**src/rtl/music_pkg.sv**
```systemverilog
// +------------------------------------------------------------------+
// | music_pkg                                                        |
// | Shared scale codes, sequencer state type and the scale-code to   |
// | pitch divider table used by the music box song sequencer.        |
// | Revision: 1.0                                                    |
// +------------------------------------------------------------------+
`default_nettype none

package music_pkg;

  localparam logic [5:0] SCALE_REST = 6'd0;
  localparam logic [5:0] SCALE_END  = 6'd63;
  localparam logic [5:0] SCALE_MAX  = 6'd36;

  typedef enum logic [2:0] {
    ST_IDLE  = 3'd0,
    ST_FETCH = 3'd1,
    ST_WAIT  = 3'd2,
    ST_PLAY  = 3'd3,
    ST_GAP   = 3'd4,
    ST_DONE  = 3'd5
  } state_e;

  // Divider = round(clk_hz / f) - 1. Frequencies are equal-tempered
  // (A4 = 440 Hz) rounded to centi-hertz, so the table is exact integer
  // arithmetic. Rests, unused codes and the end marker give 0.
  function automatic logic [20:0] scale_to_div(input logic [5:0] code,
                                               input longint    clk_hz);
    longint f_chz;
    case (code)
      6'd1:  f_chz = 26163;   6'd2:  f_chz = 27718;   6'd3:  f_chz = 29366;
      6'd4:  f_chz = 31113;   6'd5:  f_chz = 32963;   6'd6:  f_chz = 34923;
      6'd7:  f_chz = 36999;   6'd8:  f_chz = 39200;   6'd9:  f_chz = 41530;
      6'd10: f_chz = 44000;   6'd11: f_chz = 46616;   6'd12: f_chz = 49388;
      6'd13: f_chz = 52325;   6'd14: f_chz = 55437;   6'd15: f_chz = 58733;
      6'd16: f_chz = 62225;   6'd17: f_chz = 65926;   6'd18: f_chz = 69846;
      6'd19: f_chz = 73999;   6'd20: f_chz = 78399;   6'd21: f_chz = 83061;
      6'd22: f_chz = 88000;   6'd23: f_chz = 93233;   6'd24: f_chz = 98777;
      6'd25: f_chz = 104650;  6'd26: f_chz = 110873;  6'd27: f_chz = 117466;
      6'd28: f_chz = 124451;  6'd29: f_chz = 131851;  6'd30: f_chz = 139691;
      6'd31: f_chz = 147998;  6'd32: f_chz = 156798;  6'd33: f_chz = 166122;
      6'd34: f_chz = 176000;  6'd35: f_chz = 186466;  6'd36: f_chz = 197553;
      default: f_chz = 0;
    endcase
    if (f_chz == 0) begin
      return 21'd0;
    end
    return 21'((clk_hz * 100 + f_chz / 2) / f_chz - 1);
  endfunction

endpackage

`default_nettype wire

```
**src/rtl/note_timer.sv**
```systemverilog
// +------------------------------------------------------------------+
// | note_timer                                                       |
// | Loadable down-counter with freeze and zero flag; times both the  |
// | sounding part of a note and the mute gap that follows it.        |
// | Revision: 1.0                                                    |
// +------------------------------------------------------------------+
`default_nettype none

module note_timer #(
  parameter int CNT_W = 8
) (
  input  logic             clk_i,
  input  logic             reset_i,
  input  logic             load_i,
  input  logic [CNT_W-1:0] load_val_i,
  input  logic             freeze_i,
  output logic             zero_o
);

  logic [CNT_W-1:0] count_q;

  // Load wins; otherwise count toward zero unless frozen, then sit at zero.
  always_ff @(posedge clk_i) begin
    if (reset_i) begin
      count_q <= '0;
    end else if (load_i) begin
      count_q <= load_val_i;
    end else if (!freeze_i && (count_q != '0)) begin
      count_q <= count_q - 1'b1;
    end
  end

  assign zero_o = (count_q == '0);

endmodule

`default_nettype wire

```
**src/rtl/note_sequencer.sv**
```systemverilog
// +------------------------------------------------------------------+
// | note_sequencer                                                   |
// | Walks the song ROM, converts scale codes to pitch_div dividers,  |
// | times notes in beats with a mute gap, handles rests, pause, stop |
// | and optional looping. Optional macro TEMPO_ADJ_EN adds a 2-bit   |
// | tempo input sampled at each note start.                          |
// | Revision: 1.0                                                    |
// +------------------------------------------------------------------+
`default_nettype none

module note_sequencer
  import music_pkg::*;
#(
  parameter int CLK_HZ      = 50000000,
  parameter int BEAT_CYCLES = 12500000,
  parameter int GAP_CYCLES  = 500000,
  parameter int ADDR_W      = 8,
  parameter int LOOP        = 0
) (
  input  logic              clk_i,
  input  logic              reset_i,
  input  logic              play_i,
  input  logic              stop_i,
`ifdef TEMPO_ADJ_EN
  input  logic [1:0]        tempo_i,
`endif
  output logic [ADDR_W-1:0] rom_addr_o,
  input  logic [9:0]        rom_data_i,
  output logic [20:0]       divider_o,
  output logic [5:0]        scale_o,
  output logic              pitch_rst_o,
  output logic              mute_o,
  output logic              busy_o,
  output logic              done_o
);

  // Longest beat the counter must hold (doubled when tempo can halve speed).
`ifdef TEMPO_ADJ_EN
  localparam longint BEAT_MAX = longint'(BEAT_CYCLES) * 2;
`else
  localparam longint BEAT_MAX = longint'(BEAT_CYCLES);
`endif
  localparam int         CNT_W    = $clog2(BEAT_MAX * 15 + 1);
  localparam logic [CNT_W-1:0] GAP_LOAD = CNT_W'(GAP_CYCLES - 1);

  state_e            state_q;
  logic [ADDR_W-1:0] addr_q;
  logic [20:0]       div_q;
  logic [5:0]        scale_q;
  logic              pitch_rst_q, mute_q, busy_q, done_q;
  logic              play_q;   // play as sampled on the previous edge
  logic              note_q;   // current entry is audible (not a rest)

  // Elaboration-time divider lookup for all 64 codes.
  logic [20:0] div_tab [64];
  for (genvar g = 0; g < 64; g++) begin : g_div_tab
    localparam logic [20:0] DIV = scale_to_div(6'(g), longint'(CLK_HZ));
    assign div_tab[g] = DIV;
  end

  logic [5:0]       w_code;
  logic [3:0]       w_beats;
  logic             w_is_end, w_is_note;
  logic [CNT_W-1:0] w_beat_len, w_note_len;
  logic             w_tmr_load, w_tmr_freeze, w_tmr_zero;
  logic [CNT_W-1:0] w_tmr_val;

  assign w_code    = rom_data_i[9:4];
  assign w_beats   = (rom_data_i[3:0] == 4'd0) ? 4'd1 : rom_data_i[3:0];
  assign w_is_end  = (w_code == SCALE_END);
  assign w_is_note = (w_code != SCALE_REST) && (w_code <= SCALE_MAX);

`ifdef TEMPO_ADJ_EN
  // Tempo is only consumed on the WAIT->PLAY edge, so a change applies from the next note.
  always_comb begin
    w_beat_len = CNT_W'(BEAT_CYCLES);
    case (tempo_i)
      2'b01:   w_beat_len = CNT_W'(BEAT_CYCLES) >> 1;
      2'b10:   w_beat_len = CNT_W'(BEAT_CYCLES) << 1;
      default: w_beat_len = CNT_W'(BEAT_CYCLES);
    endcase
  end
`else
  assign w_beat_len = CNT_W'(BEAT_CYCLES);
`endif

  assign w_note_len = w_beat_len * CNT_W'(w_beats);

  // A cycle only counts if play was high on the edge that started it, which
  // keeps counted cycles equal to audible cycles across a pause.
  assign w_tmr_freeze = !(play_q && ((state_q == ST_PLAY) || (state_q == ST_GAP)));

  // Timer reloads: cleared on stop, note length at PLAY entry, gap length at PLAY exit.
  always_comb begin
    w_tmr_load = 1'b0;
    w_tmr_val  = '0;
    if (stop_i) begin
      w_tmr_load = 1'b1;
    end else if ((state_q == ST_WAIT) && !w_is_end) begin
      w_tmr_load = 1'b1;
      w_tmr_val  = w_note_len - 1'b1;
    end else if ((state_q == ST_PLAY) && play_q && w_tmr_zero) begin
      w_tmr_load = 1'b1;
      w_tmr_val  = GAP_LOAD;
    end
  end

  note_timer #(
    .CNT_W (CNT_W)
  ) u_timer (
    .clk_i      (clk_i),
    .reset_i    (reset_i),
    .load_i     (w_tmr_load),
    .load_val_i (w_tmr_val),
    .freeze_i   (w_tmr_freeze),
    .zero_o     (w_tmr_zero)
  );

  // Sequencer FSM with all outputs registered; stop overrides everything but reset.
  always_ff @(posedge clk_i) begin
    if (reset_i) begin
      state_q     <= ST_IDLE;
      addr_q      <= '0;
      div_q       <= '0;
      scale_q     <= '0;
      pitch_rst_q <= 1'b0;
      mute_q      <= 1'b1;
      busy_q      <= 1'b0;
      done_q      <= 1'b0;
      play_q      <= 1'b0;
      note_q      <= 1'b0;
    end else begin
      play_q      <= play_i;
      pitch_rst_q <= 1'b0;
      if (stop_i) begin
        state_q <= ST_IDLE;
        addr_q  <= '0;
        div_q   <= '0;
        scale_q <= '0;
        mute_q  <= 1'b1;
        busy_q  <= 1'b0;
        done_q  <= 1'b0;
        note_q  <= 1'b0;
      end else begin
        case (state_q)
          ST_IDLE: begin
            if (play_i) begin
              state_q <= ST_FETCH;
              busy_q  <= 1'b1;
            end
          end
          ST_FETCH: begin
            state_q <= ST_WAIT;
          end
          ST_WAIT: begin
            if (w_is_end) begin
              if (LOOP != 0) begin
                addr_q  <= '0;
                state_q <= ST_FETCH;
              end else begin
                state_q <= ST_DONE;
                busy_q  <= 1'b0;
                done_q  <= 1'b1;
              end
            end else begin
              state_q     <= ST_PLAY;
              div_q       <= w_is_note ? div_tab[w_code] : 21'd0;
              scale_q     <= w_code;
              pitch_rst_q <= 1'b1;
              note_q      <= w_is_note;
              mute_q      <= !(w_is_note && play_i);
            end
          end
          ST_PLAY: begin
            if (play_q && w_tmr_zero) begin
              state_q <= ST_GAP;
              mute_q  <= 1'b1;
            end else begin
              mute_q  <= !(note_q && play_i);
            end
          end
          ST_GAP: begin
            if (play_q && w_tmr_zero) begin
              addr_q  <= addr_q + 1'b1;
              state_q <= ST_FETCH;
            end
          end
          ST_DONE: begin
            if (play_i && !play_q) begin
              addr_q  <= '0;
              state_q <= ST_FETCH;
              busy_q  <= 1'b1;
              done_q  <= 1'b0;
            end
          end
          default: begin
            state_q <= ST_IDLE;
            busy_q  <= 1'b0;
            done_q  <= 1'b0;
            mute_q  <= 1'b1;
          end
        endcase
      end
    end
  end

  assign rom_addr_o  = addr_q;
  assign divider_o   = div_q;
  assign scale_o     = scale_q;
  assign pitch_rst_o = pitch_rst_q;
  assign mute_o      = mute_q;
  assign busy_o      = busy_q;
  assign done_o      = done_q;

endmodule

`default_nettype wire

```
**config.mk**
```make
export PLATFORM = sky130hd
export DESIGN_NAME = note_sequencer
export DESIGN_NICKNAME = d
export VERILOG_FILES = /design/src/rtl/music_pkg.sv /design/src/rtl/note_timer.sv /design/src/rtl/note_sequencer.sv
export SDC_FILE = /design/constraint.sdc
export NUM_CORES = 1
export LEC_CHECK = 0
export ABC_AREA = 1
export CAP_MARGIN = 20
export CORE_MARGIN = 4
export CORE_UTILIZATION = 35
export DETAILED_ROUTE_END_ITERATION = 10
export PLACE_DENSITY = 0.57
export SETUP_SLACK_MARGIN = 0.3
export SLEW_MARGIN = 0
export SYNTH_ARGS = -nofsm -noshare
export SYNTH_HDL_FRONTEND = slang
export SYNTH_SLANG_ARGS = --single-unit
```
**constraint.sdc**
```tcl
create_clock -name clk_i -period 4.95 [get_ports clk_i]
set_input_delay 0.7425 -clock clk_i [delete_from_list [all_inputs] [get_ports clk_i]]
set_output_delay 0.7425 -clock clk_i [all_outputs]
set_load 0.01 [all_outputs]
```
# After elaboration in Yosys (flattened, before gate mapping)
# Memory sizes are Yosys's and may differ from the RTL's.
# Cells that the tools add are included.
dict set report word_totals {
  out_inout_bits 39
  ff_bits 72
  n_memories 1
  in_bits 14
  word_cells 101
  mem_bits_ro 1344
}
# memory depth width read_ports rd_ports_with_merged_regs wr line
set mem_list {}
lappend mem_list {{(no name shown)} 64 21 1 0 0 note_sequencer.sv:167} ;# div_q <= w_is_note ? div_tab[w_code] : 21'd0;
dict set report classes {
  n_eq_ne 12
  mul 1
  reduce_logical 33
  n_bitwise 6
  n_addsub 3
  order_cmp 2
  muxes 32
}
# operator n
set op_table {}
lappend op_table {{$mux W28} 4}
lappend op_table {{$mux W21} 3}
lappend op_table {{$sub A28 B1 Y28 const B} 2}
lappend op_table {{$logic_not A28 Y1} 1}
lappend op_table {{$reduce_bool A28 Y1} 1}
lappend op_table {{$mul A19 B4 Y23 const A} 1}
lappend op_table {{$mux W19} 1}
lappend op_table {{$pmux W3 S6} 1}
lappend op_table {{$mux W8} 2}
lappend op_table {{$pmux W8 S2} 1}
lappend op_table {{$mux W3} 5}
lappend op_table {{$mux W1} 11}
lappend op_table {{$logic_and A1 B1 Y1} 10}
lappend op_table {{$add A8 B1 Y8 const B} 1}
lappend op_table {{$ne A2 B2 Y1 const B} 4}
lappend op_table {{$reduce_and A4 Y1} 2}
lappend op_table {{$reduce_or A4 Y1} 2}
lappend op_table {{$ge A7 B7 Y1 const B} 1}
lappend op_table {{$not A6 Y7} 1}
lappend op_table {{$eq A3 B2 Y1 const B} 2}
lappend op_table {{$eq A3 B3 Y1 const B} 2}
lappend op_table {{$eq A6 B6 Y1 const B} 1}
lappend op_table {{$le A6 B6 Y1 const B} 1}
lappend op_table {{$pmux W1 S3} 2}
lappend op_table {{other kinds (15)} 27}

# Logic depth before layout (Yosys ltp)
dict set report logic_depth {
  ltp_word 7
  mapped_depth 26
  mapped_depth_nobuf 26
}

# By module
# From an unflattened synthesis, not the netlist that was laid out.
dict set report unflattened {
  hier_cells 1141
  hier_area_um2 6749.0
}
# mod n_inst cells_each seq_area_each_um2 area_per_inst_um2
set by_module_without_submodules {}
lappend by_module_without_submodules {note_sequencer 1 759 820.8 4546.9}
lappend by_module_without_submodules {note_timer 1 382 560.5 2202.1}

# Worst setup path before layout
# No wires, ideal clock.
dict set report synth_timing {
  path_kind {input port to flip-flop}
  start {in rom_data_i[2]}
  end {reg u_timer.count_q[27]}
  path_stages 22
  arrival_ns 3.757
  setup_slack_ns 1.123
  n_path_buf 0
  path_cell_list {inv_1 -> ha_1 -> inv_1 -> o21ai_2 -> inv_1 -> fa_1 -> fa_1 -> inv_1 -> nand2_1 -> nand2_1 -> nand3_1 -> nand2_1 -> nand2_1 -> nand2_1 -> nand2_1 -> nor2_1 -> nand2_1 -> nor2_1 -> nand3_1 -> nand2_1 -> nand3_1 -> a21oi_1}
}
dict set report synth_via {
  elab_chain_len 7
}
# item line
set synth_lines {}
lappend synth_lines {{from (decl)} note_sequencer.sv:28} ;# input logic [9:0] rom_data_i,
lappend synth_lines {{$logic_not A4 Y1} note_sequencer.sv:69} ;# assign w_beats = (rom_data_i[3:0] == 4'd0) ? 4'd1 : rom_data_i[3:0];
lappend synth_lines {{$mux W4 (*)} note_sequencer.sv:69}
lappend synth_lines {{$mul A19 B4 Y23 (*)} note_sequencer.sv:87} ;# assign w_note_len = w_beat_len * CNT_W'(w_beats);
lappend synth_lines {{$sub A28 B1 Y28 (*)} note_sequencer.sv:101} ;# w_tmr_val = w_note_len - 1'b1;
lappend synth_lines {{$mux W28 (*)} note_sequencer.sv:99} ;# end else if ((state_q == ST_WAIT) && !w_is_end) begin
lappend synth_lines {{$mux W28 (*)} note_sequencer.sv:97} ;# if (stop_i) begin
lappend synth_lines {{$mux W28 (*)} note_timer.sv:26} ;# end else if (load_i) begin
lappend synth_lines {{to (signal assigned)} note_timer.sv:27} ;# count_q <= load_val_i;
lappend synth_lines {{to (signal assigned)} note_timer.sv:29} ;# count_q <= count_q - 1'b1;
lappend synth_lines {{to (decl)} note_timer.sv:20} ;# logic [CNT_W-1:0] count_q;
# Every way passes the cells marked *; elsewhere a longest branch is shown, timed or not.
# A chain may end at the register's enable or synchronous reset.

# Worst setup path in the final report
dict set report layout_timing {
  start {in rom_data_i[3]}
  end {reg u_timer.count_q[26]}
}
# Same word-level chain as after synthesis.

==> results.tsv <==
stage	metric	value	unit
clock_network	clock_path_buffers	2	
clock_network	cts.repair.resized	0	
clock_network	cts_root_buf	clkbuf_16	
sta	skew	13.7	ps
clock_network	h-tree-depth	3	
final_layout	layout-drive-gt1-share	0.0473	
yosys	synth_seq_cells	69	
yosys	synth_area	0.00611	mm2
yosys	synth_cells	987	
global_routing	grt_overflow_total	0	
sta	grt_setup_unrepaired	false	
power	peakVddDrop	0.000175	V
worst_setup_path	cp.arrival	4560	ps
detailed_routing	ant_nets	0	
detailed_routing	vias	6554	
floorplan	die_w	140	um
floorplan	die_y	140	um
clock_network	clk_latency	350	ps
yosys	syn_area_per_cell	6.19	um2
yosys	ys_types	54	
clock_network	postCtsSetupBuffers	0	
clock_network	cts.sinks	69	
clock_network	cts_hold_buf	0	
worst_hold_path	hp-class	flop to flop	
sta	max_freq	232	MHz
floorplan	rows	48	
power	cellPowerDensity	282	mW/mm2
global_routing	track_usage	0.191	
yosys	ys_async_sr_fraction	0	
placement	place_inst	1245	
floorplan	io_pins	53	
worst_hold_path	hold_depth	2	
worst_setup_path	worstSetupEndpointType	flop	
final_layout	mostFrequentLayoutCells	219 x nand2_1, 138 x nor2_1, 130 x inv_1	
worst_hold_path	holdPathEnd	divider_o[4]$_SDFFE_PP0P_	
power	power_leakage	3.15	nW
clock_network	cts_tree	done	
placement	portBuffers	49	
sta	tightestPinTransition	995	ps
sta	drv_slew	0	
global_routing	use_met2	0.297	
final_layout	final_nets	1088	
detailed_routing	first_pass_iters	6	
global_routing	grt_util_met3	0.0321	
detailed_routing	wirelength	18800	um
final_layout	fin_cells	1261	
placement	hpwl	14300	um
yosys	yosysWarnings	0	
worst_setup_path	path_max_fanout	7	
clock_network	clk_pin_slew	60	ps
detailed_routing	avgRoutedWirePerCell	14.9	um
final_layout	num_antenna_cells	0	
final_layout	layout_commonest_cell	nand2_1	
global_routing	busiest_layer	met2	
worst_setup_path	crit_path_start_kind	primary input	
final_layout	syn2layout_area_growth	16.4	%
worst_setup_path	reg2reg_slack	2260	ps
global_routing	grt_pass1_vias	6052	
global_routing	grt_max_degree	36	
floorplan	die_area	0.0196	mm2
run	maxCapViolCount	0	
yosys	ys_seq_area_frac	0.226	
clock_network	cts_buffers	9	
global_routing	antenna_found_initial	0	
global_routing	grt_pass1_wl	30900	um
worst_setup_path	path_class	primary input to flop	
detailed_routing	drtIter0Drc	559	
detailed_routing	drc	0	
worst_setup_path	cp.required	5210	ps
yosys	ys.flop_type	dfxtp_1	
global_routing	grt_util_met1	0.273	
worst_setup_path	r2r-end	divider_o[10]$_SDFFE_PP0P_	
sta	finalCritPeriodShare	0.869	
sta	maxSlewHeadroom	0.336	
yosys	synth_edf_count	0	
floorplan	core	0.0172	mm2
worst_setup_path	rr_startpoint	state_q[2]$_SDFFE_PP0P_	
power	finalPower	2.00	mW
placement	globalplace.congestion	0.974	
worst_setup_path	worst_r2r_path_depth	9	
worst_hold_path	min_from	divider_o[4]$_SDFFE_PP0P_	
floorplan	start_util	0.355	
sta	fin_crit	4300	ps
sta	finalHoldViolations	0	
detailed_routing	via_per_inst	5.20	
status	status	complete, no violations	
sta	final-setup-viol-count	0	
sta	finalSetupTns	0	ps
==> how the worst max path moves through the flow <==
stage / depth (start not counted) / from / endpoint / slack (ps)
after floorplan: 22 / rom_data_i[2] / u_timer.count_q[27]$_SDFFE_PP0P_ / 1120
after global placement: 18 / rom_data_i[1] / u_timer.count_q[26]$_SDFFE_PP0P_ / 300
after detailed placement: 23 / rom_data_i[3] / u_timer.count_q[26]$_SDFFE_PP0P_ / 240
after CTS: 23 / rom_data_i[3] / u_timer.count_q[26]$_SDFFE_PP0P_ / 610
after global routing: 25 / rom_data_i[3] / u_timer.count_q[25]$_SDFFE_PP0P_ / 310
final: 23 / rom_data_i[3] / u_timer.count_q[26]$_SDFFE_PP0P_ / 650
==> final cells by class <==
cell class              count  area (um2)
multi-input cells         754        4060
well taps                 225         282
flip-flops and latches     69        1380
inverters                 139         523
repair buffers             58         561
fillers                  1926       10100
clock buffers               9         225
clock inverters             7        73.8
==> cells in the mapped netlist, types with 4 or more instances <==
master,number,area share
nand2_1,219,0.13
nor2_1,138,0.085
inv_1,130,0.080
a21oi_1,86,0.070
dfxtp_1,69,0.23
o21ai_0,56,0.046
nand3_1,55,0.045
ha_1,35,0.072
o21ai_1,27,0.022
nand4_1,16,0.016
nor3_1,16,0.013
xor2_1,16,0.023
clkbuf_1,11,0.0068
xnor2_1,9,0.013
fa_1,8,0.026
o211ai_1,7,0.0086
a211oi_1,6,0.0074
a31oi_1,6,0.0061
o22ai_1,6,0.0061
buf_2,5,0.0041
buf_4,5,0.0061
inv_2,5,0.0031
nor2_4,4,0.0074
==> sequential cells by signal (all words and copies together) (netlist names) <==
| name | flops |
|---|---|
| u_timer.count_q | 28 |
| divider_o | 18 |
| rom_addr_o | 8 |
| scale_o | 6 |
| state_q | 3 |
| busy_o | 1 |
| done_o | 1 |
| mute_o | 1 |
| note_q | 1 |
| pitch_rst_o | 1 |
| play_q | 1 |
==> through the flow <==
stage	hold WS (ps)	worst slack [ps]	instance area, um2	util
floorplan	445	1120	6110	-
global placement	457	303	6800	0.396
detailed placement	458	244	6800	0.396
CTS	468	605	7100	0.413
global route	485	311	7110	0.414
finish	464	649	7110	0.414
==> cell families after synthesis <==
logic type      count (synthesis)  share of synthesized area
compound gates                218                      0.202
xor+xnor                       25                     0.0359
fa+ha+maj                      43                     0.0980
buf+inv                       166                      0.111
flops                          69                      0.226
other cells                     1                   0.000614
simple gates                  465                      0.326
==> layer usage <==
metal  vias to the layer above  routed length, um
li1                       3338                  -
met1                      2975               8870
met2                       207               8490
met3                        34               1080
met4                         0                376
met5                         -                  0
==> power by group <==
group | total, mW | internal (mW) | switching (mW)
registers | 0.598 | 0.575 | 0.0226
logic | 0.745 | 0.250 | 0.494
clock network | 0.662 | 0.392 | 0.270
total | 2.00 | 1.22 | 0.787
==> worst max-delay path, stage by stage <==
cell and delay, ps:
clkdlybuf4s50_1 480, inv_1 140, ha_1 180, nand3_1 100
nand2_1 120, inv_1 80, ha_1 330, ha_1 320
ha_1 470, nand2_1 170, nor2_1 170, nand2_1 80
nand3_1 110, nand2_1 60, nand2_1 130, nand3_1 80
nor2_1 170, nand2_1 140, nor2_1 140, nand2_1 70
nand2_1 60, nand3_1 70, a21oi_1 150
(Power assumes the default switching activity.)
